`config.mk`:
```
export PLATFORM = sky130hd
export DESIGN_NAME = sar_compare_search
export DESIGN_NICKNAME = d
export VERILOG_FILES = /design/src/rtl/sar_compare_search_pkg.sv /design/src/rtl/sar_compare_search.sv
export SDC_FILE = /design/constraint.sdc
export NUM_CORES = 1
export LEC_CHECK = 0
export ABC_AREA = 1
export BUFFER_PORTS_ARGS = -buffer_cell sky130_fd_sc_hd__buf_4
export CAP_MARGIN = 20
export CORE_UTILIZATION = 55
export DETAILED_ROUTE_END_ITERATION = 8
export PLACE_DENSITY = 0.8
export SLEW_MARGIN = 20
export SYNTH_ARGS = -nofsm -noshare
export SYNTH_HDL_FRONTEND = slang
export SYNTH_SLANG_ARGS = --single-unit
```
`constraint.sdc`:
```
create_clock -name clk -period 3.6 [get_ports clk]
set_input_delay 0.54 -clock clk [delete_from_list [all_inputs] [get_ports clk]]
set_output_delay 0.54 -clock clk [all_outputs]
set_load 0.02 [all_outputs]
```
`src/rtl/sar_compare_search_pkg.sv`:
```
// Shared definitions for the SAR compare-search engine.
//   state_t       : FSM state encoding (IDLE, ISSUE, WAIT, DONE)
//   VERDICT_*     : legal {gt,lt,eq} flag patterns from the comparator
//   max_probes()  : probe budget for a given width (mid rounds down, so the
//                   all-ones target needs one probe more than WIDTH)
package sar_compare_search_pkg;

  typedef enum logic [1:0] {
    IDLE  = 2'd0,
    ISSUE = 2'd1,
    WAIT  = 2'd2,
    DONE  = 2'd3
  } state_t;

  // Verdict patterns, ordered {gt, lt, eq}
  localparam logic [2:0] VERDICT_GT = 3'b100;
  localparam logic [2:0] VERDICT_LT = 3'b010;
  localparam logic [2:0] VERDICT_EQ = 3'b001;

  localparam int DEF_WIDTH  = 8;
  localparam int MAX_PROBES = DEF_WIDTH + 1;

  function automatic int max_probes(input int w);
    return w + 1;
  endfunction

endpackage

```
`src/rtl/sar_compare_search.sv`:
```
// Binary-search engine that locates a hidden WIDTH-bit target by driving the
// B operand of an external comparator and consuming its GT/LT/EQ verdicts.
// The comparator may be combinational or pipelined; each probe is held until
// a verdict arrives with cmp_valid.
//
// Ports:
//   clk, reset          : clock, synchronous active-high reset
//   start               : begin a search (only honoured in IDLE)
//   probe, probe_valid  : value under test, stable while probe_valid=1
//   cmp_valid, cmp_gt/lt/eq : verdict from the comparator (target vs probe)
//   busy                : not IDLE
//   done                : one-cycle pulse when a search ends
//   found, error, result: outcome of last search, held until next start
module sar_compare_search
  import sar_compare_search_pkg::*;
#(
  parameter int WIDTH = 8
) (
  input  logic             clk,
  input  logic             reset,
  input  logic             start,
  output logic [WIDTH-1:0] probe,
  output logic             probe_valid,
  input  logic             cmp_valid,
  input  logic             cmp_gt,
  input  logic             cmp_lt,
  input  logic             cmp_eq,
  output logic             busy,
  output logic             done,
  output logic             found,
  output logic             error,
  output logic [WIDTH-1:0] result
);

  localparam int              CW      = $clog2(WIDTH + 2);
  localparam logic [CW-1:0]   CNT_MAX = CW'(max_probes(WIDTH));
  localparam logic [WIDTH-1:0] ONES   = '1;
  localparam logic [WIDTH-1:0] ONE    = WIDTH'(1);

  state_t           state, state_n;
  logic [WIDTH-1:0] lo, hi, lo_n, hi_n;
  logic [WIDTH-1:0] probe_n, result_n;
  logic [CW-1:0]    cnt, cnt_n;
  logic             found_n, error_n;

  // Midpoint at WIDTH+1 bits so lo+hi cannot wrap; rounds down.
  logic [WIDTH:0]   sum;
  logic [WIDTH-1:0] mid;
  assign sum = {1'b0, lo} + {1'b0, hi};
  assign mid = sum[WIDTH:1];

  always_ff @(posedge clk) begin
    if (reset) begin
      state  <= IDLE;
      lo     <= '0;
      hi     <= ONES;
      cnt    <= '0;
      probe  <= '0;
      found  <= 1'b0;
      error  <= 1'b0;
      result <= '0;
    end else begin
      state  <= state_n;
      lo     <= lo_n;
      hi     <= hi_n;
      cnt    <= cnt_n;
      probe  <= probe_n;
      found  <= found_n;
      error  <= error_n;
      result <= result_n;
    end
  end

  always_comb begin
    state_n  = state;
    lo_n     = lo;
    hi_n     = hi;
    cnt_n    = cnt;
    probe_n  = probe;
    found_n  = found;
    error_n  = error;
    result_n = result;
    case (state)
      IDLE: begin
        if (start) begin
          lo_n     = '0;
          hi_n     = ONES;
          cnt_n    = '0;
          found_n  = 1'b0;
          error_n  = 1'b0;
          result_n = '0;
          state_n  = ISSUE;
        end
      end
      ISSUE: begin
        probe_n = mid;
        cnt_n   = cnt + CW'(1);
        state_n = WAIT;
      end
      WAIT: begin
        if (cmp_valid) begin
          state_n = DONE;
          case ({cmp_gt, cmp_lt, cmp_eq})
            VERDICT_EQ: begin
              found_n  = 1'b1;
              result_n = probe;
            end
            // Running off either end of the range, or out of probes, means
            // the comparator contradicted itself somewhere.
            VERDICT_GT: begin
              if (probe == ONES || cnt == CNT_MAX) begin
                error_n = 1'b1;
              end else begin
                lo_n    = probe + ONE;
                state_n = ISSUE;
              end
            end
            VERDICT_LT: begin
              if (probe == '0 || cnt == CNT_MAX) begin
                error_n = 1'b1;
              end else begin
                hi_n    = probe - ONE;
                state_n = ISSUE;
              end
            end
            default: error_n = 1'b1;
          endcase
        end
      end
      DONE:    state_n = IDLE;
      default: state_n = IDLE;
    endcase
  end

  assign probe_valid = (state == WAIT);
  assign busy        = (state != IDLE);
  assign done        = (state == DONE);

endmodule

```
# Word level (Yosys, flattened, before mapping)
# Index checks and enable logic that the tools add are counted.
# op_classes
addsub	4
n_mul	0
div_mod_pow	0
n_lt_le_gt_ge	0
n_eq_ne	18
shifts	0
n_mux	30
bitwise	0
n_reduce_logical	13
# op_table
operator	n
two-way mux 8 bit	10
one-hot mux 8 bit (2 select lines)	3
AND reduction 5 bit	2
adder 8 x 8 -> 9 bit	1
adder 8 x 1 -> 8 bit (second input constant)	1
== test 8 bit (second input constant)	1
logical NOT 8 bit	1
two-way mux 2 bit	4
inequality test 2 x 1 -> 1 bit (second input constant)	4
inequality test 2 bit (second input constant)	4
one-hot mux 2 bit (4 select lines)	1
one-hot mux 4 bit (2 select lines)	1
subtractor 8 x 1 -> 8 bit (second input constant)	1
two-way mux 1 bit	6
inequality test 3 bit (second input constant)	2
AND reduction 6 bit	1
nonzero test 2 bit	3
adder 4 x 1 -> 4 bit (second input constant)	1
== test 2 bit (second input constant)	2
== test 4 bit (second input constant)	1
two-way mux 4 bit	1
one-hot mux 1 bit (2 select lines)	2
one-hot mux 2 bit (2 select lines)	1
AND reduction 2 bit	2
8 further kinds	9
# totals
register_bits	40
latchBits	0
ramBits	0
mem_bits_ro	0
inputBits	7
out_inout_bits	21
word_cells	73
mem_count	0

# Longest topological paths before layout
# depth
depth_word	6
mapped_depth	10
ltp_nobuf	10

# Worst setup path before layout
# OpenSTA, ideal clock, no wires.
# synth_path
path_type	reg2reg
startpoint	register probe[1]
endpoint	register lo[5]
setup_ps	70
arrival_ps	1459
t_required_ps	3530
slack_ps	2071
stages_incl_launch_ff	10
n_path_buf	0
period_less_slack_ps	1529
cell_sequence	dfxtp_1 > ha_1 > nand2_1 > nor2_2 > nand3_1 > nand2_2 > nand2_2 > nand2_2 > nand2_1 > a21oi_1
# synth_via
elab_chain_len	5
elab_cells_between_ends	9
cone_classes	add/sub: 1; eq/ne: 2; mux: 4; reduce/logical: 2
# synth_lines
item	line	rtl
start: declaration	sar_compare_search.sv:22	output logic [WIDTH-1:0] probe,
start signal: assignment	sar_compare_search.sv:67	probe <= probe_n;
adder 8 x 1 -> 8 bit	sar_compare_search.sv:114	lo_n = probe + ONE;
two-way mux 8 bit	sar_compare_search.sv:111	if (probe == ONES || cnt == CNT_MAX) begin
two-way mux 8 bit	sar_compare_search.sv:103	case ({cmp_gt, cmp_lt, cmp_eq})
two-way mux 8 bit	sar_compare_search.sv:101	if (cmp_valid) begin
one-hot mux 8 bit (2 select lines)	sar_compare_search.sv:83	case (state)
end signal: assignment	sar_compare_search.sv:64	lo <= lo_n;
end: declaration	sar_compare_search.sv:41	logic [WIDTH-1:0] lo, hi, lo_n, hi_n;
# Several ways; a longest one is shown, not always the timed one. The select of a mux whose other input is x is not followed.
# A chain may end at the register's enable or synchronous reset.

# Final worst setup path
# layout_path
startpoint	register state[1]
endpoint	output port probe_valid
# layout_via
elab_chain_len	1
# layout_lines
item	line	rtl
start: declaration	sar_compare_search.sv:40	state_t state, state_n;
start signal: assignment	sar_compare_search.sv:63	state <= state_n;
== test 2 bit	sar_compare_search.sv:135	assign probe_valid = (state == WAIT);
end: declaration	sar_compare_search.sv:23	output logic probe_valid,
# No other way between the ends.

==> results.toml <==
[clocking]
clock_path_buffers = 2
clk_pin_slew_worst_paths_ps = 70
post_cts_buffers = 0
numCtsBuffers = 5
htreeDepth = 2
insertion_delay_ps = 300
cts_tree = "yes"
cts_resized = 0
root_buffer = "clkbuf_8"
hold_buffers = 0
clock_sinks = 40

[place]
dpl.hpwl_mm = 4.24
globalplace.congestion = 0.910
io_buffer_count = 27

[sta]
relSlewSlack_pct = 62.0
drv_slew = 0
fin_crit_sh_pct = 60.4
fin_skew_ps = 12.1
rsz0062_at_grt = "no"
worst_pin_slew_ps = 565
timing.fmax_ghz = 0.460
setup-tns-final_ps = 0
worst_hold_slack_ps = 470
finalCriticalPeriod_ps = 2180
hold_viol_final = 0
setup_viol = 0

[global_route]
overflow = 0
track_usage_pct = 28.3
grt_first_pass_wirelength_mm = 9.52
antenna_found_initial = 0
grt_pass1_vias = 2107
grt_max_degree = 29

[pwr]
swShare_pct = 37.4
seq_power_share_pct = 44.4
total_leakage_power_nw = 1.27
p_per_area_nw_per_um2 = 445
internal_power_mw = 0.730
ir_drop_mv = 0.244
clkPwrFrac_pct = 25.7
switching_power_mw = 0.436
p_comb_share_pct = 29.8

[worst_setup_path]
start_kind = "flop"
cp_max_fo = 11
regToRegSetupSlack_ps = 1640
critPathKind = "flop to primary output"
crit_path_end_kind = "primary output"
arrival_ps = 1640
cp.required_ps = 3060

[final_layout]
diodes = 0
area_growth_pct = 11.9
fillers = 396
multi_input_area_um2 = 1310
drive_gt1_share_pct = 13.7
finalNetCount = 392
ff_latch_area_um2 = 801

[run]
max_cap_viol_count = 0

[min_path]
hold_class = "flop to flop"

[yosys]
ys.flop_type = "dfxtp_1"
synth_area_per_cell_um2 = 6.70
synthArstFlopShare_pct = 0
yosysSeqAreaShare_pct = 34.2
synth_seq_cells = 40
synth_top_cell_area_share_pct = 34.2
synth_common_cells = "93 x nand2_1, 48 x nand3_1, 40 x dfxtp_1, 40 x inv_1, 33 x a21oi_1"
synthCells = 350
synth_most_common_cell = "nand2_1"
synth_area_um2 = 2340
synth_fp_nets = 370
synth_edf_count = 0
ys_top_cells_by_area = "dfxtp_1 34%, nand2_1 15%, nand3_1 10%"
synth_warnings = 0
yosysUniqueCellTypes = 31
yosys.area.top_type = "dfxtp_1"

[routing]
wl_per_cell_um = 13.4
drt_iter0_drc = 172
ant_nets = 0
vias = 2236
drt-vias-per-instance = 5.29
dr.pass1.iters = 4
drcViolationCount = 0
drt-total-wl_mm = 5.66

[die]
die_h_um = 67.3
die_area_um2 = 4530
die_x_um = 67.3
start_util_pct = 57.8
coreArea_um2 = 4060
rows = 23
io-pin-count = 28

[run_status]
status = "finished clean"
[path summary, 6_finish.rpt]
path	from	depth (start not counted)	endpoint
hold / removal	found$_SDFFE_PP0P_	2	found$_SDFFE_PP0P_
setup / recovery	state[1]$_SDFFE_PP0P_	3	probe_valid
setup reg to reg	state[1]$_SDFFE_PP0P_	6	result[5]$_SDFFE_PP0P_
hold reg to reg	found$_SDFFE_PP0P_	2	found$_SDFFE_PP0P_
[power groups by stage]
stage                     logic, mW  registers (mW)  clock network [mW]
final                         0.348           0.518               0.300
after global placement        0.338           0.527                   0
after global routing          0.396           0.524               0.324
after floorplan               0.265           0.522                   0
after detailed placement      0.345           0.528                   0
after CTS                     0.346           0.517               0.304
[metal layers]
layer	routed length (µm)	part of all wire [%]	track usage (%)	vias up
met5	0	0	0	-
met4	89	1.6	8.24	0
met3	351	6.2	5.91	6
met2	2570	45	46.5	75
met1	2650	47	37.0	993
li1	-	-	-	1162
[sequential cells by signal (all words and copies together), names as in the netlist]
name,cells
found,1
probe,8
cnt,4
error,1
state,2
lo,8
result,8
hi,8
[cells by family (layout without fill, tap and decap cells)]
family                   after synthesis  in the layout  synth area share [%]
AND/OR/NAND/NOR                      188            188                  35.3
buffers and inverters                 54             77                  9.93
AO/OA/AOI/OAI                         51             51                  11.9
flip-flops                            40             40                  34.2
adder cells (fa/ha/maj)               13             13                  7.26
XOR/XNOR                               4              4                  1.50
[layout by cell type (no fill, tap or decap), types with 5 or more instances in the layout]
master / Yosys / routed
nor2_1: 30 / 30
nand2_2: 5 / 5
dfxtp_1: 40 / 40
clkbuf_8: 0 / 5
ha_1: 12 / 12
o21ai_0: 13 / 13
inv_1: 40 / 40
nand2_1: 93 / 93
a21oi_1: 33 / 33
buf_4: 3 / 27
nand3_1: 48 / 48
[critical path, cell delays in order (launching register included)]
cell and delay (ps):
dfxtp_1 520, nand2_2 250, inv_1 360, buf_4 210
[final cells by class]
cell class | instances | share of cell area [%]
clock inverter | 3 | 0.716
tap | 50 | 2.39
clock buffer | 5 | 2.63
sequential | 40 | 30.5
inverter | 42 | 6.01
timing repair buffer | 27 | 7.73
multi-input combinational | 256 | 50.0
[metrics by stage]
stage          total power, mW  std cells  setup slack (ps)  utilization (%)  area [µm²]
2_1_floorplan            0.787        350              2070                -        2340
3_3_place_gp             0.866        415              1770             62.4        2530
3_5_place_dp             0.872        415              1660             62.4        2530
4_1_cts                   1.17        423              1430             64.6        2620
5_1_grt                   1.24        423              1310             64.6        2620
6_report                  1.17        423              1420             64.6        2620
Note: power is estimated with default switching activity, not from simulation.
